`src/rtl/bin_to_bcd_seq_pkg.sv`:
```
// rtl/bin_to_bcd_seq_pkg.sv - shared constants and state encoding for the binary-to-BCD converter
package bin_to_bcd_seq_pkg;

    localparam int          BCD_DIGITS  = 4;
    localparam logic [15:0] BCD_MAX_DEC = 16'd9999;
    localparam logic [15:0] BCD_SAT     = 16'h9999;
    localparam logic [3:0]  ADJ_THRESH  = 4'd5;
    localparam logic [3:0]  ADJ_ADD     = 4'd3;

    typedef enum logic {
        IDLE  = 1'b0,
        SHIFT = 1'b1
    } state_t;

endpackage

```
`src/rtl/bin_to_bcd_seq_digit_adj.sv`:
```
// rtl/bin_to_bcd_seq_digit_adj.sv - one BCD digit pre-shift correction: add 3 when the digit is 5 or more
module bcd_digit_adj
    import bin_to_bcd_seq_pkg::*;
(
    input  logic [3:0] din,
    output logic [3:0] dout
);

    // Wraps within 4 bits; a valid digit never exceeds 9, so no carry is lost.
    assign dout = (din >= ADJ_THRESH) ? din + ADJ_ADD : din;

endmodule

```
`src/rtl/bin_to_bcd_seq.sv`:
```
// rtl/bin_to_bcd_seq.sv - iterative shift-and-add-3 binary to 4-digit BCD converter with saturation
module bin_to_bcd_seq
    import bin_to_bcd_seq_pkg::*;
#(
    parameter int WIDTH = 14
) (
    input  logic             CLK,
    input  logic             RST,
    input  logic             START,
    input  logic [WIDTH-1:0] BIN,
    output logic [15:0]      BCD,
    output logic             BUSY,
    output logic             DONE,
    output logic             OVF
);

    state_t             state_q, state_d;
    logic [3:0]         cnt_q, cnt_d;
    logic [WIDTH-1:0]   shreg_q, shreg_d;
    logic [15:0]        scr_q, scr_d;
    logic               sat_q, sat_d;
    logic [15:0]        bcd_q, bcd_d;
    logic               ovf_q, ovf_d;
    logic               done_q, done_d;

    logic [15:0]        adj;
    logic [15:0]        scr_shift;
    logic [15:0]        bin_ext;

    genvar g;
    generate
        for (g = 0; g < BCD_DIGITS; g++) begin : g_adj
            bcd_digit_adj u_adj (
                .din  (scr_q[4*g +: 4]),
                .dout (adj[4*g +: 4])
            );
        end
    endgenerate

    assign bin_ext   = {{(16-WIDTH){1'b0}}, BIN};
    assign scr_shift = {adj[14:0], shreg_q[WIDTH-1]};

    always_comb begin
        state_d = state_q;
        cnt_d   = cnt_q;
        shreg_d = shreg_q;
        scr_d   = scr_q;
        sat_d   = sat_q;
        bcd_d   = bcd_q;
        ovf_d   = ovf_q;
        done_d  = 1'b0;
        case (state_q)
            IDLE: begin
                if (START) begin
                    shreg_d = BIN;
                    scr_d   = 16'h0000;
                    cnt_d   = 4'(WIDTH);
                    sat_d   = (bin_ext > BCD_MAX_DEC);
                    state_d = SHIFT;
                end
            end
            SHIFT: begin
                scr_d   = scr_shift;
                shreg_d = shreg_q << 1;
                cnt_d   = cnt_q - 4'd1;
                // Final shift: publish the result; display register is untouched until now.
                if (cnt_q == 4'd1) begin
                    bcd_d   = sat_q ? BCD_SAT : scr_shift;
                    ovf_d   = sat_q;
                    done_d  = 1'b1;
                    state_d = IDLE;
                end
            end
            default: state_d = IDLE;
        endcase
    end

    always_ff @(posedge CLK) begin
        if (RST) begin
            state_q <= IDLE;
            cnt_q   <= 4'd0;
            shreg_q <= '0;
            scr_q   <= 16'h0000;
            sat_q   <= 1'b0;
            bcd_q   <= 16'h0000;
            ovf_q   <= 1'b0;
            done_q  <= 1'b0;
        end else begin
            state_q <= state_d;
            cnt_q   <= cnt_d;
            shreg_q <= shreg_d;
            scr_q   <= scr_d;
            sat_q   <= sat_d;
            bcd_q   <= bcd_d;
            ovf_q   <= ovf_d;
            done_q  <= done_d;
        end
    end

    assign BCD  = bcd_q;
    assign BUSY = (state_q == SHIFT);
    assign DONE = done_q;
    assign OVF  = ovf_q;

endmodule

```
`config.mk`:
```
export PLATFORM = sky130hd
export DESIGN_NAME = bin_to_bcd_seq
export DESIGN_NICKNAME = d
export VERILOG_FILES = /design/src/rtl/bin_to_bcd_seq_pkg.sv /design/src/rtl/bin_to_bcd_seq_digit_adj.sv /design/src/rtl/bin_to_bcd_seq.sv
export SDC_FILE = /design/constraint.sdc
export NUM_CORES = 1
export LEC_CHECK = 0
export ABC_CLOCK_PERIOD_IN_PS = 1300
export CAP_MARGIN = 30
export CORE_ASPECT_RATIO = 0.6
export CORE_MARGIN = 4
export CORE_UTILIZATION = 51
export CTS_BUF_LIST = sky130_fd_sc_hd__clkbuf_2 sky130_fd_sc_hd__clkbuf_4 sky130_fd_sc_hd__clkbuf_8
export DETAILED_ROUTE_END_ITERATION = 16
export GPL_ROUTABILITY_DRIVEN = 0
export PLACE_DENSITY = 0.84
export SLEW_MARGIN = 5
export SYNTH_ARGS = -nofsm -noshare
export SYNTH_HDL_FRONTEND = slang
export SYNTH_SLANG_ARGS = --single-unit
```
`constraint.sdc`:
```
create_clock -name CLK -period 1.3 [get_ports CLK]
set_input_delay 0.13 -clock CLK [delete_from_list [all_inputs] [get_ports CLK]]
set_output_delay 0.13 -clock CLK [all_outputs]
set_load 0.03 [all_outputs]
```
==> results_dict.tcl <==
set metrics [dict create \
    end_kind "flop" \
    finalHoldViolCount 0 \
    drc 0 \
    comb_power_share 0.133 \
    ys_seq_area_frac 0.432 \
    slowest_delay_ps 390 \
    htree_levels 2 \
    worstPathArrival_ps 1690 \
    antenna_found_initial 0 \
    diodes 0 \
    drive_gt1_frac 0.398 \
    synth.distinct_cells 33 \
    area_delta_synth_final_pct 49.7 \
    r2r-end "scr_q[2]" \
    synth_edf_count 0 \
    first_global_vias 2233 \
    grt_max_degree 49 \
    cts_buffers 5 \
    hold_start "BIN[0]" \
    core.rowCount 19 \
    synth_compound_area_frac 0.169 \
    hold_path_class "in -> reg" \
    worst_slack_ps -166 \
    synth-xor-area-share 0.0140 \
    fin_crit_ps 1470 \
    worstSetupStartpoint "scr_q[1]" \
    yosysMostFrequentCell "dfxtp_1" \
    reg2reg_from "scr_q[1]" \
    clockBufferDepth 2 \
    cts-hold-fix-buffers 0 \
    holdWs_ps 448 \
    synthCells 282 \
    wl_per_cell_um 19.5 \
    drt_first_iter_violations 141 \
    path_class "reg -> reg" \
    synthTopCellsByCount "dfxtp_1 (54), nor2_1 (45), a21oi_1 (28), inv_1 (15), mux2i_1 (14)" \
    cp_max_fo 3 \
    pwr-share-clk 0.386 \
    yosys.area.top_type "dfxtp_1" \
    cts.sinks 54 \
    synthSimpleGateAreaFrac 0.193 \
    seqPwrFrac 0.481 \
    ff2ff_setup_slack_ps -170 \
    yosysWarnings 0 \
    core_area_um2 4660 \
    fillers 284 \
    max_freq_ghz 0.682 \
    numPortBuffers 35 \
    p_sw_frac 0.243 \
    dpl.hpwl_um 4380 \
    clkSlewWorstSetupHoldPaths_ps 110 \
    cts_root_buf "clkbuf_8" \
    setup_viol 21 \
    async_flop_share 0 \
    finalCritPeriodShare 1.13 \
    insertion_delay_ps 320 \
    via_per_inst 5.88 \
    die_h_um 62.3 \
    cp_slowest_cell "dfxtp_2" \
    cp.required_ps 1530 \
    firstDrtPassIters 4 \
    syn_area_per_cell_um2 8.87 \
    muxShareOfSynthArea 0.0785 \
    p_per_area_nw_per_um2 971 \
    path_cells "inv_4 -> ha_4 -> nand2b_4 -> a21oi_4 -> mux2_4 -> o32ai_2" \
    detail-route-antenna-nets 0 \
    grt_pass1_wl_um 11100 \
    tightest_slew_ps 582 \
    ir_worst_vdd_mv 0.810 \
    synth_seq_cells 54 \
    pre_cts_ws_ps -162 \
    finalNetCount 373 \
    synth_top_family_by_area "simple AND/OR/NAND/NOR gates" \
    drv_cap 0 \
    p_leak_nw 1.48 \
    rsz0062_at_grt "yes" \
    p_switching_mw 0.886 \
    netlist_area_um2 2500 \
    grt_remaining_overflow 0 \
    synthAdderAreaFrac 0.0500 \
    cts_tree "done" \
    synth_top_area_frac 0.432 \
    slew_headroom 0.612 \
    slew_viol_final 0 \
    die-area_um2 6130 \
    synthTopCellsByArea "dfxtp_1 (43%), nor2_1 (6.8%), a21oi_1 (5.6%), mux2i_1 (5.6%), ha_1 (5.0%)" \
    status "complete, but fails checks" \
    skew_ps 18.3 \
    start_kind "flop" \
    drt-total-wl_um 8010 \
    reg2regPathDepth 6 \
    syn_nets 309 \
    synth_flop_cell "dfxtp_1" \
    grt_usage 0.221 \
    cp-endpoint "scr_q[2]" \
    cell_internal_pwr_mw 2.75 \
    ioPinCount 36 \
    die_x_um 98.4 \
    initial_utilization 0.537 \
    power.total_mw 3.64 \
    violations "negative setup slack" \
    vias 2412 \
]
[cells by family (layout without fill, tap and decap cells)]
group	Yosys count	after routing
AO/OA/AOI/OAI	65	65
XOR/XNOR	4	4
adder cells (fa/ha/maj)	10	10
buffers and inverters	35	100
flip-flops	54	54
multiplexers	19	19
AND/OR/NAND/NOR	95	95
[final cells by class]
| class | instances | area [um^2] | area share |
|---|---|---|---|
| Multi-Input combinational cell | 193 | 1650 | 0.441 |
| Sequential cell | 54 | 1100 | 0.295 |
| Timing Repair Buffer | 77 | 702 | 0.187 |
| Clock buffer | 6 | 82.6 | 0.0220 |
| Tap cell | 63 | 78.8 | 0.0210 |
| Inverter | 15 | 66.3 | 0.0177 |
| Clock inverter | 2 | 60.1 | 0.0160 |
[critical path: cells and delay by family (launching register included)]
kind,cells,cell delay (ps)
flip-flops,1,390
AND/OR/NAND/NOR,1,150
AO/OA/AOI/OAI,2,290
adder cells (fa/ha/maj),1,150
multiplexers,1,330
buffers and inverters,1,60
[power groups by stage]
| stage | Sequential (mW) | Clock (mW) | Combinational [mW] |
|---|---|---|---|
| after floorplan | 1.79 | 0 | 0.231 |
| after global placement | 1.78 | 0 | 0.397 |
| after detailed placement | 1.78 | 0 | 0.406 |
| after CTS | 1.74 | 1.38 | 0.415 |
| after global routing | 1.76 | 1.46 | 0.517 |
| final | 1.75 | 1.40 | 0.483 |
[layer usage]
| metal | GRT usage | wire length [um] | up-vias |
|---|---|---|---|
| met1 | 0.298 | 3290 | 1163 |
| met2 | 0.358 | 3810 | 103 |
| li1 | - | - | 1111 |
| met4 | 0.0460 | 383 | 0 |
| met3 | 0.0604 | 531 | 35 |
| met5 | 0 | 0 | - |
[placed cells by master, fill, tap and decap left out, types with 4 or more instances in the layout]
master           count
a21oi_1             20
a21oi_2              4
a21oi_4              4
buf_4               37
clkbuf_8             6
clkdlybuf4s50_1     16
dfxtp_1             41
dfxtp_2             10
dlygate4sd2_1       18
ha_4                 9
inv_1                6
inv_2                5
inv_4                4
mux2_4               4
mux2i_1             14
nand2_1              7
nand2b_1             7
nand2b_4             5
nand3b_1             9
nor2_1              41
nor2_2               5
nor3_1               6
nor3b_1              4
o21ai_1              5
o21ai_2              9
o32ai_1              6
o32ai_2              5
xnor2_2              4
[through the flow]
stage               setup TNS, ps   util  std cells  cell area [um^2]
CTS                          -626  0.755        404              3520
finish                      -1140  0.804        410              3750
floorplan                   -3.60      -        282              2680
global placement            -3370  0.702        393              3270
detailed placement          -4670  0.702        393              3270
global route                -2180  0.804        410              3750
[worst min-delay path by stage]
stage | to | slack (ps) | cells past startpoint
floorplan | sat_q | 300 | 2
global placement | OVF | 450 | 2
detailed placement | OVF | 450 | 2
CTS | sat_q | 430 | 3
global route | shreg_q[0] | 480 | 3
finish | shreg_q[0] | 450 | 3
[registers in the layout (all words and copies together), names as in the netlist]
name,cells
scr_q,16
BUSY,1
DONE,1
shreg_q,14
cnt_q,4
OVF,1
sat_q,1
BCD,16
[timing repair]
item / in CTS / in global routing
resized for setup: 48 / 39
setup endpoints to repair: 44 / 33
gates cloned: 0 / 1
buffers inserted: 3 / 6
pin swaps: 8 / 12
No activity file was read; power rests on OpenSTA's default activity.
